`src/rtl/cic_comb.sv`:
```
// Five-stage CIC comb chain (differential delay 1) with order tap, rounded right shift and output narrowing.
// Define CIC_COMB_SAT_EN to clamp out-of-range results instead of wrapping them.
module cic_comb #(
  parameter int EXTBITWIDTH = 43,
  parameter int OUTBITWIDTH = 24
) (
  input  logic                          clk,
  input  logic                          rst,
  input  logic [4:0]                    cic_order,
  input  logic [5:0]                    out_shift,
  input  logic [EXTBITWIDTH-1:0]        din,
  input  logic                          din_flag,
  output logic signed [OUTBITWIDTH-1:0] dout,
  output logic                          dout_flag
);

  localparam int STAGES = 5;
  localparam logic [5:0] MAX_SHIFT = 6'(EXTBITWIDTH - 1);

  logic [EXTBITWIDTH-1:0] stage_in [STAGES];
  logic [STAGES-1:0]      stage_in_v;
  logic [EXTBITWIDTH-1:0] y [STAGES];
  logic [EXTBITWIDTH-1:0] z [STAGES];
  logic [STAGES-1:0]      v;

  logic [EXTBITWIDTH-1:0]        sel;
  logic                          sel_v;
  logic [5:0]                    shift_eff;
  logic signed [EXTBITWIDTH:0]   round_add;
  logic signed [EXTBITWIDTH:0]   sum;
  logic [OUTBITWIDTH-1:0]        narrowed;

  always_comb begin
    stage_in[0]   = din;
    stage_in_v[0] = din_flag;
    for (int k = 1; k < STAGES; k++) begin
      stage_in[k]   = y[k-1];
      stage_in_v[k] = v[k-1];
    end
  end

  // Plain modular subtraction: integrator overflow must be left to cancel here.
  always_ff @(posedge clk or negedge rst) begin
    if (!rst) begin
      for (int k = 0; k < STAGES; k++) begin
        y[k] <= '0;
        z[k] <= '0;
      end
      v <= '0;
    end else begin
      for (int k = 0; k < STAGES; k++) begin
        v[k] <= stage_in_v[k];
        if (stage_in_v[k]) begin
          y[k] <= stage_in[k] - z[k];
          z[k] <= stage_in[k];
        end
      end
    end
  end

  always_comb begin
    case (cic_order)
      5'd4:    begin sel = y[3]; sel_v = v[3]; end
      5'd5:    begin sel = y[4]; sel_v = v[4]; end
      default: begin sel = y[2]; sel_v = v[2]; end
    endcase
  end

  // One guard bit keeps the round-half-up addition from overflowing.
  always_comb begin
    shift_eff = (out_shift > MAX_SHIFT) ? MAX_SHIFT : out_shift;
    round_add = '0;
    if (shift_eff != 6'd0) round_add[shift_eff - 6'd1] = 1'b1;
    sum = {sel[EXTBITWIDTH-1], sel} + round_add;
  end

`ifdef CIC_COMB_SAT_EN
  logic signed [EXTBITWIDTH:0] scaled;
  logic [EXTBITWIDTH-OUTBITWIDTH+1:0] upper;

  always_comb begin
    scaled = sum >>> shift_eff;
    upper  = scaled[EXTBITWIDTH:OUTBITWIDTH-1];
    if ((&upper) || !(|upper))
      narrowed = scaled[OUTBITWIDTH-1:0];
    else if (scaled[EXTBITWIDTH])
      narrowed = {1'b1, {(OUTBITWIDTH-1){1'b0}}};
    else
      narrowed = {1'b0, {(OUTBITWIDTH-1){1'b1}}};
  end
`else
  always_comb begin
    narrowed = OUTBITWIDTH'(sum >>> shift_eff);
  end
`endif

  always_ff @(posedge clk or negedge rst) begin
    if (!rst) begin
      dout      <= '0;
      dout_flag <= 1'b0;
    end else begin
      dout_flag <= sel_v;
      if (sel_v) dout <= narrowed;
    end
  end

endmodule

```
`config.mk`:
```
export PLATFORM = sky130hd
export DESIGN_NAME = cic_comb
export DESIGN_NICKNAME = d
export VERILOG_FILES = /design/src/rtl/cic_comb.sv
export SDC_FILE = /design/constraint.sdc
export NUM_CORES = 1
export LEC_CHECK = 0
export ABC_AREA = 1
export CELL_PAD_IN_SITES_DETAIL_PLACEMENT = 0
export CELL_PAD_IN_SITES_GLOBAL_PLACEMENT = 1
export CORE_MARGIN = 2
export CORE_UTILIZATION = 50
export DETAILED_ROUTE_END_ITERATION = 10
export PLACE_DENSITY = 0.89
export REMOVE_ABC_BUFFERS = 1
export SYNTH_ARGS = -nofsm -noshare
export SYNTH_HDL_FRONTEND = slang
export SYNTH_SLANG_ARGS = --single-unit
```
`constraint.sdc`:
```
create_clock -name clk -period 5.3 [get_ports clk]
set_input_delay 0.795 -clock clk [delete_from_list [all_inputs] [get_ports clk]]
set_output_delay 0.795 -clock clk [all_outputs]
set_load 0.05 [all_outputs]
```
# After elaboration in Yosys (flattened, before gate mapping)
# Index checks and enable logic that the tools add are counted.
[word_totals]
register_bits = 460
latchBits = 0
mem_bits_rw = 0
mem_bits_ro = 0
in_bits = 57
output_inout_bits = 25
wordCells = 34
n_memories = 0
[op_classes]
n_addsub = 7
n_mul = 0
n_div = 0
n_lt_le_gt_ge = 3
eq_ne = 2
shifts = 1
muxes = 6
bitwise_logic = 0
reduce_logical = 2
[ops]
columns = ["op", "n"]
rows = [
  ["$sub A43 B43 Y43", 5],
  ["$pmux W43 S2", 1],
  ["$add A44 B44 Y44", 1],
  ["$mux W44", 1],
  ["$sshr A44 B6 Y24", 1],
  ["$eq A5 B3 Y1 const B", 2],
  ["$lt A6 B7 Y1 const B", 1],
  ["$demux W1 S6", 1],
  ["$ge A6 B1 Y1 const B", 1],
  ["$gt A6 B6 Y1 const B", 1],
  ["$mux W6", 1],
  ["$reduce_bool A6 Y1", 1],
  ["$sub A6 B1 Y6 const B", 1],
  ["$pmux W1 S2", 1],
  ["$logic_and A1 B1 Y1", 1],
  ["$mux W1", 1],
]

# Longest topological paths before layout
[logic_depth]
depth_word = 10
ltp_mapped = 42
depth_no_buf = 42

# Worst setup path after synthesis
# Ideal clock, no wire load.
[synth_path]
path_type = "input port to flip-flop"
startpoint = "input port out_shift[0]"
endpoint = "register dout[17]"
arrival_time_ps = 4233
t_required_ps = 5227
setup_slack_ps = 993
path_stages = 37
n_path_buf = 0
path_cell_list = "nand2_1 -> inv_2 -> o21ai_1 -> nand2_1 -> nand2_2 -> nand2_1 -> inv_2 -> nand2_2 -> nor2_4 -> inv_2 -> nor2_1 -> nor2_1 -> o21ai_1 -> inv_2 -> nand2_1 -> nor2_1 -> ha_1 -> fa_1 -> nand3_1 -> nand3_2 -> nand2_1 -> nand2_2 -> nand2_1 -> nand2_2 -> nand2_1 -> nand2_1 -> nand2_1 -> nand3_1 -> nand3_1 -> nand2_1 -> nand2_1 -> nand3_2 -> nand3_1 -> nand2_1 -> inv_1 -> nand2_1 -> a21oi_2"
[synth_via]
elab_chain_cells = 10
elab_cells_between_ends = 12
cone_classes = "add/sub: 2; order compare: 3; shift: 1; mux: 4; reduce/logical: 2"
[synth_lines]
columns = ["item", "line_no", "source"]
rows = [
  ["from (decl)", "10", "input logic [5:0] out_shift,"],
  ["$gt A6 B6 Y1", "71", "shift_eff = (out_shift > MAX_SHIFT) ? MAX_SHIFT : out_shift;"],
  ["$mux W6 (*)", "71", ""],
  ["$sub A6 B1 Y6", "73", "if (shift_eff != 6'd0) round_add[shift_eff - 6'd1] = 1'b1;"],
  ["$lt A6 B7 Y1 (not written as such) or $ge A6 B1 Y1 (tied branches)", "73", ""],
  ["$logic_and A1 B1 Y1 (not written as such)", "73", ""],
  ["$mux W1 (not written as such)", "73", ""],
  ["$demux W1 S6", "73", ""],
  ["$mux W44", "73", ""],
  ["$add A44 B44 Y44", "74", "sum = {sel[EXTBITWIDTH-1], sel} + round_add;"],
  ["$sshr A44 B6 Y24 (*)", "93", "narrowed = OUTBITWIDTH'(sum >>> shift_eff);"],
  ["to (signal assigned)", "103", "if (sel_v) dout <= narrowed;"],
  ["to (decl)", "13", "output logic signed [OUTBITWIDTH-1:0] dout,"],
]
# Every way passes the cells marked *; elsewhere a longest branch is shown, timed or not.
# A chain may end at the register's enable or synchronous reset.

# Final worst setup path
[layout_path]
startpoint = "input port out_shift[0]"
endpoint = "register dout[1]"
# Same word-level chain as after synthesis.

==> results_dict.tcl <==
set metrics [dict create \
    status "completed" \
    drt-total-wl_mm 126 \
    place.gp.congestion 1.02 \
    report.final.setup_viol 0 \
    via_per_inst 5.51 \
    clockBufferDepth 3 \
    startpoint_type "input port" \
    netlist_instances 5640 \
    crit_slowest_cell "clkdlybuf4s50_1" \
    htreeDepth 2 \
    ant_nets 0 \
    drv_slew 0 \
    hold_viol 0 \
    syn_area_per_cell_sq_um 6.64 \
    hold_buffers 0 \
    p_leak_nw 21.4 \
    p_int_mw 12.9 \
    drc 0 \
    swShare_pct 50.4 \
    tightest_slew_ps 947 \
    area_growth_pct 13.7 \
    yosys_register_bits 460 \
    drt_iter0_markers 3437 \
    fill_cells 7420 \
    fin_tns_setup_ps 0 \
    grt_setup_unrepaired "false" \
    overflow 0 \
    io_buffer_count 81 \
    cts_tree "built" \
    critPathTopFamily "simple AND/OR/NAND/NOR gates" \
    die_area_sq_um 77100 \
    drive_above_1_share_pct 9.67 \
    layout_common_cells "1432 x nand2_1, 787 x inv_1, 478 x o21ai_0" \
    min_path_type "input port to asynchronous set/reset pin" \
    clkPwrFrac_pct 15.6 \
    dp_cells 6773 \
    io_pins 82 \
    ys_seq_area_share_pct 30.7 \
    rows 100 \
    power.net_switching_mw 13.1 \
    worst-path-buf-inv 9 \
    nets 6177 \
    path_clk_slew_ps 60 \
    wl_per_cell_um 18.3 \
    fin_hold_ws_ps 159 \
    maxSlewHeadroom_pct 36.9 \
    track_usage_pct 32.6 \
    drtPass1Iterations 6 \
    clk_latency_ps 630 \
    hpwl_mm 101 \
    crit_path_end_kind "flop" \
    power_density_nw_per_um2 611 \
    fin_crit_sh_pct 92.8 \
    rr_worst_depth 22 \
    final_common_cell "nand2_1" \
    slowest_delay_ps 510 \
    r2r_slack_ps 1370 \
    clock_skew_ps 26.6 \
    cts_sinks 460 \
    die_h_um 278 \
    netlist_area_sq_um 37500 \
    start_util_pct 50.4 \
    r2r_start "stage_in[43]$_DFFE_PN0P_" \
    grt_pass1_wl_mm 199 \
    max_cap_viol_count 0 \
    core_sq_um 74300 \
    crit_fanout 6 \
    period_minus_slack_ps 4920 \
    critPathRequiredTime_ps 5810 \
    die_w_um 278 \
    grt_max_degree 142 \
    seqPwrFrac_pct 23.0 \
    clk_root_buffer_cell "clkbuf_16" \
    numCtsBuffers 55 \
    antenna_found_initial 0 \
    yosysWarnings 0 \
    peakVddDrop_mv 0.344 \
    grt_pass1_vias 35800 \
    num_vias 37900 \
    finalNonFillerCells 6875 \
    arrival_ps 5430 \
    clock.fmax_ghz 0.203 \
    comb_power_share_pct 61.4 \
    synth_cell_types 62 \
    crit_type "input port to flop" \
    r2r_end "dout[1]$_DFFE_PN0P_" \
    cpMostUsedCell "nand2_1" \
]
## cells in the mapped netlist, drive strengths merged
master / instances / area [sq um]
nand2: 1478 / 5670
inv: 808 / 3040
o21ai: 533 / 2730
nor2: 509 / 2060
nand3: 469 / 2440
dfrtp: 460 / 11500
a21oi: 389 / 2010
ha: 253 / 3170
clkbuf: 103 / 397
a31oi: 93 / 588
or2: 88 / 551
xnor2: 60 / 526
nand4: 52 / 332
buf: 47 / 288
nor3: 45 / 235
xor2: 45 / 394
o22ai: 38 / 238
o21a: 27 / 204
nor4: 22 / 138
o211ai: 15 / 113
a21o: 14 / 105
o21bai: 13 / 97.6
nand3b: 11 / 82.6
clkinv: 10 / 37.5
and3: 9 / 56.3
a21boi: 8 / 60.1
o2111ai: 7 / 61.3
o221ai: 7 / 61.3
fa: 6 / 120
and2: 5 / 31.3
a211oi: 3 / 22.5
a221oi: 3 / 26.3
o221a: 3 / 33.8
a311oi: 2 / 17.5
a2111oi: 1 / 8.76
a211o: 1 / 8.76
a31o: 1 / 8.76
a41oi: 1 / 8.76
conb: 1 / 3.75
## power by group through the flow
stage | clock network (mW) | registers, mW | logic [mW]
finish | 4.06 | 5.98 | 16.0
global route | 4.26 | 6.09 | 17.9
CTS | 4.13 | 5.92 | 15.8
detailed placement | 0 | 5.96 | 15.7
global placement | 0 | 5.93 | 15.6
floorplan | 0 | 5.68 | 10.7
## metrics by stage
stage          area [sq um]  utilization, %  setup slack [ps]  total power [mW]
2_1_floorplan         36800               -             -1060              16.4
3_3_place_gp          40600            54.7              -205              21.6
3_5_place_dp          40600            54.7              -226              21.7
4_1_cts               42600            57.3               418              25.9
5_1_grt               42600            57.3              3.96              28.2
6_report              42600            57.3               382              26.0
## kinds of logic after synthesis
family | synth area share [%]
compound gates | 17.1
xor+xnor | 2.45
fa+ha+maj | 8.77
buf+inv | 10.0
flops | 30.7
other cells | 0.0100
simple gates | 30.9
## state kept, by name, summed over array words and instances (netlist names)
register   flops
stage_in     172
z            215
v              5
dout          24
dout_flag      1
y             43
## repair_timing
action / CTS / global route
setup endpoints to repair: 0 / 12
buffers inserted: 0 / 0
gates resized for setup: 0 / 4
## worst reg2reg max path, stage by stage (launching register included)
cell      delay [ps]
dfrtp_1          370
inv_1            280
o221ai_1         340
ha_1             330
fa_1             390
nand3_1          110
nand3_2          120
nand2_1          100
nand2_2          140
nand2_1          100
nand2_1          150
xor2_1           180
buf_4            160
nand2_1           70
nand3_1          110
nand3_1          220
nand2_1          180
o211ai_1         100
buf_4            160
nand3_1           50
nand2_1           50
nand2_1           50
nand2_1           60
## worst max-delay path by stage
stage / startpoint / to / slack, ps / depth (start not counted)
floorplan: out_shift[4] / dout[4]$_DFFE_PN0P_ / -1060 / 32
global placement: out_shift[0] / dout[9]$_DFFE_PN0P_ / -210 / 37
detailed placement: out_shift[0] / dout[1]$_DFFE_PN0P_ / -230 / 37
CTS: out_shift[0] / dout[1]$_DFFE_PN0P_ / 420 / 37
global route: out_shift[0] / dout[20]$_DFFE_PN0P_ / 4 / 39
finish: out_shift[0] / dout[1]$_DFFE_PN0P_ / 380 / 37
## area by class of cell
type	count	area (sq um)	share of cell area, %
diodes	1	2.50	0.00588
clock buffers	72	1540	3.62
clock inverters	29	407	0.955
inverters	818	3070	7.22
multi-input cells	4212	22200	52.2
flip-flops and latches	460	11500	27.1
well taps	969	1210	2.85
repair buffers	314	2610	6.14
## per-layer routing
metal,up-vias,GRT usage [%],wire (um)
li1,18900,-,-
met1,17600,46.4,57100
met2,1199,51.0,55400
met3,184,3.48,8310
met4,0,12.1,4990
met5,-,0,0
Power figures use the tool's default switching activity.
